### src/rtl/aes_spi_link_slave_if.sv
// Serial link and core handshake bundle between an SPI master/AES core pair
// and the link slave.
interface aes_spi_link_slave_if;
   logic         cs;
   logic         sdi;
   logic         sdo;
   logic [1:0]   nk_val;
   logic         core_start;
   logic [127:0] core_data;
   logic [255:0] core_key;
   logic [1:0]   core_nk;
   logic         core_done;
   logic [127:0] core_result;
   logic         busy;
   logic         frame_done;
   logic         err_late;

   modport slave (
      input  cs, sdi, nk_val, core_done, core_result,
      output sdo, core_start, core_data, core_key, core_nk, busy, frame_done, err_late
   );

   modport master (
      output cs, sdi, nk_val, core_done, core_result,
      input  sdo, core_start, core_data, core_key, core_nk, busy, frame_done, err_late
   );
endinterface

### src/rtl/aes_spi_link_slave.sv
// Slave side of the AES serial link: receives block+key frames, runs the core
// handshake and shifts the 128-bit result back after a fixed gap.
module aes_spi_link_slave #(
   parameter int GAP_BITS = 4
) (
   input logic clk,
   input logic rst,
   aes_spi_link_slave_if.slave io_link
);
   localparam int DATA_W = 128;
   localparam int KEY_W  = 256;

   typedef enum logic [2:0] {
      ST_IDLE    = 3'd0,
      ST_RX_DATA = 3'd1,
      ST_RX_KEY  = 3'd2,
      ST_GAP     = 3'd3,
      ST_TX      = 3'd4,
      ST_DONE    = 3'd5
   } state_t;

   state_t              r_state;
   logic [8:0]          r_rx_cnt;
   logic [7:0]          r_gap_cnt;
   logic [6:0]          r_tx_cnt;
   logic                r_sdo;
   logic                r_core_start;
   logic [DATA_W-1:0]   r_core_data;
   logic [KEY_W-1:0]    r_core_key;
   logic [1:0]          r_core_nk;
   logic                r_busy;
   logic                r_frame_done;
   logic                r_err_late;
   logic [DATA_W-1:0]   r_res;
   logic                r_res_valid;
   logic                r_res_wait;
   logic [DATA_W-1:0]   r_tx_sh;

   logic w_abort;
   logic w_capture;

   assign w_abort   = (r_state != ST_IDLE) && io_link.cs;
   assign w_capture = r_res_wait && io_link.core_done && !w_abort;

   // Frame FSM, result latch and all registered outputs.
   always_ff @(posedge clk or posedge rst) begin
      if (rst) begin
         r_state      <= ST_IDLE;
         r_rx_cnt     <= 9'd0;
         r_gap_cnt    <= 8'd0;
         r_tx_cnt     <= 7'd0;
         r_sdo        <= 1'b0;
         r_core_start <= 1'b0;
         r_core_data  <= '0;
         r_core_key   <= '0;
         r_core_nk    <= 2'b00;
         r_busy       <= 1'b0;
         r_frame_done <= 1'b0;
         r_err_late   <= 1'b0;
         r_res        <= '0;
         r_res_valid  <= 1'b0;
         r_res_wait   <= 1'b0;
         r_tx_sh      <= '0;
      end else begin
         r_core_start <= 1'b0;
         r_frame_done <= 1'b0;
         // Only the first core_done after our own core_start is kept.
         if (w_capture) begin
            r_res       <= io_link.core_result;
            r_res_valid <= 1'b1;
            r_res_wait  <= 1'b0;
         end
         if (w_abort) begin
            r_state    <= ST_IDLE;
            r_rx_cnt   <= 9'd0;
            r_gap_cnt  <= 8'd0;
            r_tx_cnt   <= 7'd0;
            r_sdo      <= 1'b0;
            r_busy     <= 1'b0;
            r_res_wait <= 1'b0;
         end else begin
            case (r_state)
               ST_IDLE: begin
                  if (!io_link.cs) begin
                     r_core_data <= {r_core_data[DATA_W-2:0], io_link.sdi};
                     r_rx_cnt    <= 9'd1;
                     r_busy      <= 1'b1;
                     r_err_late  <= 1'b0;
                     r_state     <= ST_RX_DATA;
                  end
               end
               ST_RX_DATA: begin
                  r_core_data <= {r_core_data[DATA_W-2:0], io_link.sdi};
                  r_rx_cnt    <= r_rx_cnt + 9'd1;
                  if (r_rx_cnt == 9'd127) begin
                     r_state <= ST_RX_KEY;
                  end
               end
               ST_RX_KEY: begin
                  r_core_key <= {r_core_key[KEY_W-2:0], io_link.sdi};
                  if (r_rx_cnt == 9'd383) begin
                     r_rx_cnt     <= 9'd0;
                     r_core_start <= 1'b1;
                     r_core_nk    <= io_link.nk_val;
                     r_res_valid  <= 1'b0;
                     r_res_wait   <= 1'b1;
                     r_gap_cnt    <= 8'd0;
                     r_state      <= ST_GAP;
                  end else begin
                     r_rx_cnt <= r_rx_cnt + 9'd1;
                  end
               end
               // The core_start cycle is the first GAP cycle, so GAP holds GAP_BITS+1 cycles.
               ST_GAP: begin
                  if (r_gap_cnt == 8'(GAP_BITS)) begin
                     r_gap_cnt <= 8'd0;
                     r_tx_cnt  <= 7'd0;
                     r_state   <= ST_TX;
                     if (r_res_valid) begin
                        r_sdo   <= r_res[DATA_W-1];
                        r_tx_sh <= {r_res[DATA_W-2:0], 1'b0};
                     end else begin
                        r_sdo      <= 1'b0;
                        r_tx_sh    <= '0;
                        r_err_late <= 1'b1;
                     end
                  end else begin
                     r_gap_cnt <= r_gap_cnt + 8'd1;
                  end
               end
               ST_TX: begin
                  if (r_tx_cnt == 7'd127) begin
                     r_tx_cnt     <= 7'd0;
                     r_sdo        <= 1'b0;
                     r_frame_done <= 1'b1;
                     r_state      <= ST_DONE;
                  end else begin
                     r_sdo    <= r_tx_sh[DATA_W-1];
                     r_tx_sh  <= {r_tx_sh[DATA_W-2:0], 1'b0};
                     r_tx_cnt <= r_tx_cnt + 7'd1;
                  end
               end
               // cs is low here (high was taken as abort); next cycle carries bit 0.
               ST_DONE: begin
                  r_rx_cnt   <= 9'd0;
                  r_err_late <= 1'b0;
                  r_state    <= ST_RX_DATA;
               end
               default: begin
                  r_state <= ST_IDLE;
                  r_busy  <= 1'b0;
                  r_sdo   <= 1'b0;
               end
            endcase
         end
      end
   end

   assign io_link.sdo        = r_sdo;
   assign io_link.core_start = r_core_start;
   assign io_link.core_data  = r_core_data;
   assign io_link.core_key   = r_core_key;
   assign io_link.core_nk    = r_core_nk;
   assign io_link.busy       = r_busy;
   assign io_link.frame_done = r_frame_done;
   assign io_link.err_late   = r_err_late;
endmodule

### src/flat_wrapper.sv
// flat-port wrapper written by rule: the top's interface ports become plain ports
module aes_spi_link_slave_flat 
#(
   parameter int GAP_BITS = 4
)
  (clk, rst, io_link_cs, io_link_sdi, io_link_nk_val, io_link_core_done, io_link_core_result, io_link_sdo, io_link_core_start, io_link_core_data, io_link_core_key, io_link_core_nk, io_link_busy, io_link_frame_done, io_link_err_late);
  aes_spi_link_slave_if io_link_i ();
  input logic clk;
  input logic rst;
  input wire logic [$bits(io_link_i.cs)-1:0] io_link_cs;
  input wire logic [$bits(io_link_i.sdi)-1:0] io_link_sdi;
  input wire logic [$bits(io_link_i.nk_val)-1:0] io_link_nk_val;
  input wire logic [$bits(io_link_i.core_done)-1:0] io_link_core_done;
  input wire logic [$bits(io_link_i.core_result)-1:0] io_link_core_result;
  output wire logic [$bits(io_link_i.sdo)-1:0] io_link_sdo;
  output wire logic [$bits(io_link_i.core_start)-1:0] io_link_core_start;
  output wire logic [$bits(io_link_i.core_data)-1:0] io_link_core_data;
  output wire logic [$bits(io_link_i.core_key)-1:0] io_link_core_key;
  output wire logic [$bits(io_link_i.core_nk)-1:0] io_link_core_nk;
  output wire logic [$bits(io_link_i.busy)-1:0] io_link_busy;
  output wire logic [$bits(io_link_i.frame_done)-1:0] io_link_frame_done;
  output wire logic [$bits(io_link_i.err_late)-1:0] io_link_err_late;
  assign io_link_i.cs = io_link_cs;
  assign io_link_i.sdi = io_link_sdi;
  assign io_link_i.nk_val = io_link_nk_val;
  assign io_link_i.core_done = io_link_core_done;
  assign io_link_i.core_result = io_link_core_result;
  assign io_link_sdo = io_link_i.sdo;
  assign io_link_core_start = io_link_i.core_start;
  assign io_link_core_data = io_link_i.core_data;
  assign io_link_core_key = io_link_i.core_key;
  assign io_link_core_nk = io_link_i.core_nk;
  assign io_link_busy = io_link_i.busy;
  assign io_link_frame_done = io_link_i.frame_done;
  assign io_link_err_late = io_link_i.err_late;
  aes_spi_link_slave #(.GAP_BITS(GAP_BITS)) u_core (.clk(clk), .rst(rst), .io_link(io_link_i));
endmodule
### config.mk
export PLATFORM = sky130hd
export DESIGN_NAME = aes_spi_link_slave_flat
export DESIGN_NICKNAME = d
export VERILOG_FILES = /design/src/rtl/aes_spi_link_slave_if.sv /design/src/rtl/aes_spi_link_slave.sv /design/src/flat_wrapper.sv
export SDC_FILE = /design/constraint.sdc
export NUM_CORES = 2
export LEC_CHECK = 0
export BUFFER_PORTS_ARGS = -buffer_cell sky130_fd_sc_hd__buf_2
export CORE_ASPECT_RATIO = 1.5
export CORE_MARGIN = 4
export CORE_UTILIZATION = 30
export DETAILED_ROUTE_END_ITERATION = 6
export PLACE_DENSITY = 0.53
export RECOVER_POWER = 100
export SYNTH_ARGS = -nofsm -noshare
export SYNTH_HDL_FRONTEND = slang
export SYNTH_SLANG_ARGS = --single-unit
### constraint.sdc
create_clock -name clk -period 35.9 [get_ports clk]
set_clock_uncertainty 0.05 [all_clocks]
set_input_delay 1.795 -clock clk [delete_from_list [all_inputs] [get_ports clk]]
set_output_delay 1.795 -clock clk [all_outputs]
set_load 0.01 [all_outputs]
==> results_dict.tcl <==
set metrics [dict create \
    synth_compound_gate_area_share 0.0196 \
    area_enclosed_by_the_die_boundary_mm2 0.0977 \
    outcome "finished with violations" \
    critical-path-top-cell-by-count "clkbuf_1" \
    cts_setup_buffers 0 \
    grt_use_met3 0.0691 \
    synthMostInstantiatedCell "nand2_1" \
    violations "capacitance limit, slew limit" \
    path_class "input pin to asynchronous set/reset pin" \
    multi_input_area_mm2 0.0100 \
    path_buf_inv 5 \
    worst_hold_path_type "flop to flop" \
    synth_top_family_by_area "simple AND/OR/NAND/NOR gates" \
    worst-path-max-fanout 108 \
    pwr_density_cell_mw_per_mm2 54.0 \
    cts_root_buf "clkbuf_16" \
    detailroute.via_count 20600 \
    grt_util_all_layers 0.154 \
    setup_viol_count_final 0 \
    final-instance-count-excl-fill 4517 \
    synth-seq-cells 675 \
    drt-pass1-iter-count 5 \
    stdcell_area_mm2 0.0331 \
    core_area_mm2 0.0917 \
    synthesis.area_mm2 0.0278 \
    avgSynthCellArea_um2 9.81 \
    whs_ns 0.424 \
    report.power.total_uw 1790 \
    post_synth_xor_area_fraction 0.000630 \
    routed_via_density 4.57 \
    leading_cell_types_by_total_area_after_synthesis "dfrtp_1 (61%), nand2_1 (19%), mux2_2 (9.2%)" \
    globalplace.congestion 0.773 \
    grt_pass1_vias 21300 \
    diodes 0 \
    initialDrtViolationCount 1196 \
    signed_area_change_from_the_synthesized_netlist_to_the_final_layout_pct 19.2 \
    hold_violations 0 \
    cts.hold.buffers_added 0 \
    tritoncts "done" \
    route.detailed.drc 0 \
    worst_pin_slew_ns 4.81 \
    floorplan.io_pins 526 \
    synth_largest_area_cell "dfrtp_1" \
    grt.met2_usage 0.248 \
    tritoncts.num_buffers 72 \
    power.leakage_uw 0.0176 \
    top_family_by_delay_on_critical_path "buffers and inverters" \
    fmax_ghz 0.0819 \
    synth-adder-area-share 0.00270 \
    grt_most_used_layer "met2" \
    cp_cell_sequence "buf_2, clkinvlp_2, clkbuf_1, clkbuf_1, clkbuf_1" \
    avgRoutedWirePerCell_um 16.9 \
    nFillCells 9503 \
    grt_pass1_wl_um 122000 \
    critical_path_data_arrival_time_ns 11.73 \
    slowest_delay_ns 2.64 \
    postRouteAntennaNets 0 \
    synth-edff-count 0 \
    cpMaxStageDelayCell "clkinvlp_2" \
    final_nets 3430 \
    die_x_um 257 \
    timing.final.crit_period_ns 12.22 \
    crit_path_end_kind "asynchronous set/reset pin" \
    timing.critical_path.required_ns 35.42 \
    final-max-slew-violation-count 1466 \
    synth_common_cells "nand2_1 (1425), dfrtp_1 (675), mux2_2 (228), nand3_1 (149), buf_2 (77)" \
    grt_max_degree 245 \
    worst_setup_path_start_kind "input pin" \
    row_count 136 \
    synth_fp_nets 2974 \
    finalWirelength_um 76300 \
    clock_latency_late_sink_ns 0.63 \
    chipHeight_um 381 \
    grt_overflow_total 0 \
    ys_async_sr_fraction 1.00 \
    cts_htree_levels 3 \
    synth.area.mux_share 0.106 \
    area_fraction_in_and_or_nand_and_nor_cells_after_synthesis 0.233 \
    grt_antenna_before_repair 1 \
    clock_tree.buffer_depth 3 \
    ff_latch_area_mm2 0.0169 \
    ir_worst_vdd_mv 0.0456 \
    slew_headroom -2.23 \
    setup_total_negative_slack_ns 0 \
    postSynthCellCount 2833 \
    placedCellCount 4388 \
    post-synth-top-area-fraction 0.608 \
    synth_warnings 0 \
    met1_usage 0.187 \
    final_layout_size_suffix_gt1_frac 0.146 \
    setup_repair_after_global_routing_missed_its_margin "false" \
    clk_transition_reported_paths_ns 0.06 \
    timing.final.crit_share 0.340 \
    maxCapViolations 22 \
    synth-main-ff-cell "dfrtp_1" \
    place_hpwl_um 51300 \
    placement.io_buffers 525 \
    total_of_cells_resized_after_clock_tree_synthesis 0 \
    floorplan.initialDensity 0.303 \
    post_synth_num_cell_types 58 \
    cts.sinks 675 \
    placement.cell_area_mm2 0.0314 \
    ys_seq_area_frac 0.608 \
]
==> where the power goes <==
group / total, uW / switching [uW] / internal, uW / leakage [uW]
combinational: 223 / 151 / 72.6 / 0.00709
clock: 757 / 318 / 439 / 0.00117
sequential: 809 / 26.3 / 783 / 0.00938
==> tightest hold or removal path, stage by stage (launching register included) <==
cell,delay (ns)
dfrtp_1,0.34
nand2_1,0.05
nand2_1,0.06
==> final timing paths <==
path                                    from                          end  slack, ns  cells after the start
max                                      rst           u_core.r_res_valid      23.69                      5
min                          u_core.r_res[8]              u_core.r_res[8]       0.42                      2
max reg2reg                u_core.r_state[1]  u_core.io_link.core_key[98]      27.24                      6
min reg2reg                  u_core.r_res[8]              u_core.r_res[8]       0.42                      2
max in group clk                  io_link_cs  u_core.io_link.core_key[98]      26.42                      6
min in group asynchronous                rst             u_core.r_res[57]       2.56                      2
==> cells by family (layout without fill, tap and decap cells) <==
family,count (synthesis),in the layout
AO/OA/AOI/OAI,75,75
adder cells (fa/ha/maj),6,6
buffers and inverters,183,694
multiplexers,262,262
XOR/XNOR,2,2
flip-flops,675,675
AND/OR/NAND/NOR,1630,1630
==> stage by stage <==
| stage | setup WS, ns | utilization |
|---|---|---|
| 2_1_floorplan | 15.13 | - |
| 3_3_place_gp | 30.05 | 0.342 |
| 3_5_place_dp | 30.05 | 0.342 |
| 4_1_cts | 30.77 | 0.368 |
| 5_1_grt | 21.07 | 0.361 |
| 6_report | 23.69 | 0.361 |
==> registers in the layout (all words and copies together), names as in the netlist <==
signal,flops
u_core.io_link.core_key,256
u_core.io_link.core_data,128
u_core.r_res,128
u_core.r_tx_sh,127
u_core.r_rx_cnt,9
u_core.r_gap_cnt,8
u_core.r_tx_cnt,7
u_core.r_state,3
u_core.io_link.core_nk,2
u_core.io_link.busy,1
u_core.io_link.core_start,1
u_core.io_link.err_late,1
u_core.io_link.frame_done,1
u_core.io_link.sdo,1
u_core.r_res_valid,1
u_core.r_res_wait,1
==> area by class of cell <==
class / count / share of cell area
Timing Repair Buffer: 548 / 0.0683
Multi-Input combinational cell: 1975 / 0.303
Tap cell: 1173 / 0.0443
Inverter: 17 / 0.00196
Sequential cell: 675 / 0.510
Clock inverter: 34 / 0.0119
Clock buffer: 95 / 0.0604
==> cell usage in the layout (no fill, tap or decap), types with 3 or more instances in the layout <==
cell type	instances
clkinvlp_4	5
mux2_2	228
bufinv_16	6
inv_6	3
mux2_1	30
o2bb2ai_1	7
clkinv_8	4
dfrtp_1	674
a211o_1	3
nand3_1	149
a21oi_1	8
o211ai_1	5
clkinv_2	15
clkbuf_16	73
a31oi_1	4
and3_1	6
or3_1	5
nor2_1	14
inv_1	16
o41ai_1	3
buf_2	133
nand4_1	3
nand2_1	1425
nor2b_1	5
clkbuf_1	424
o31ai_1	6
nor3_1	5
o22ai_1	5
o21ai_0	14
clkbuf_8	9
a22oi_1	3
mux2i_1	4
ha_1	6
==> routing by layer <==
layer | vias up | share of wire
met5 | - | 0.00017
met4 | 2 | 0.024
met3 | 95 | 0.10
met2 | 562 | 0.46
met1 | 10000 | 0.41
li1 | 9960 | -
Power figures use the tool's default switching activity.
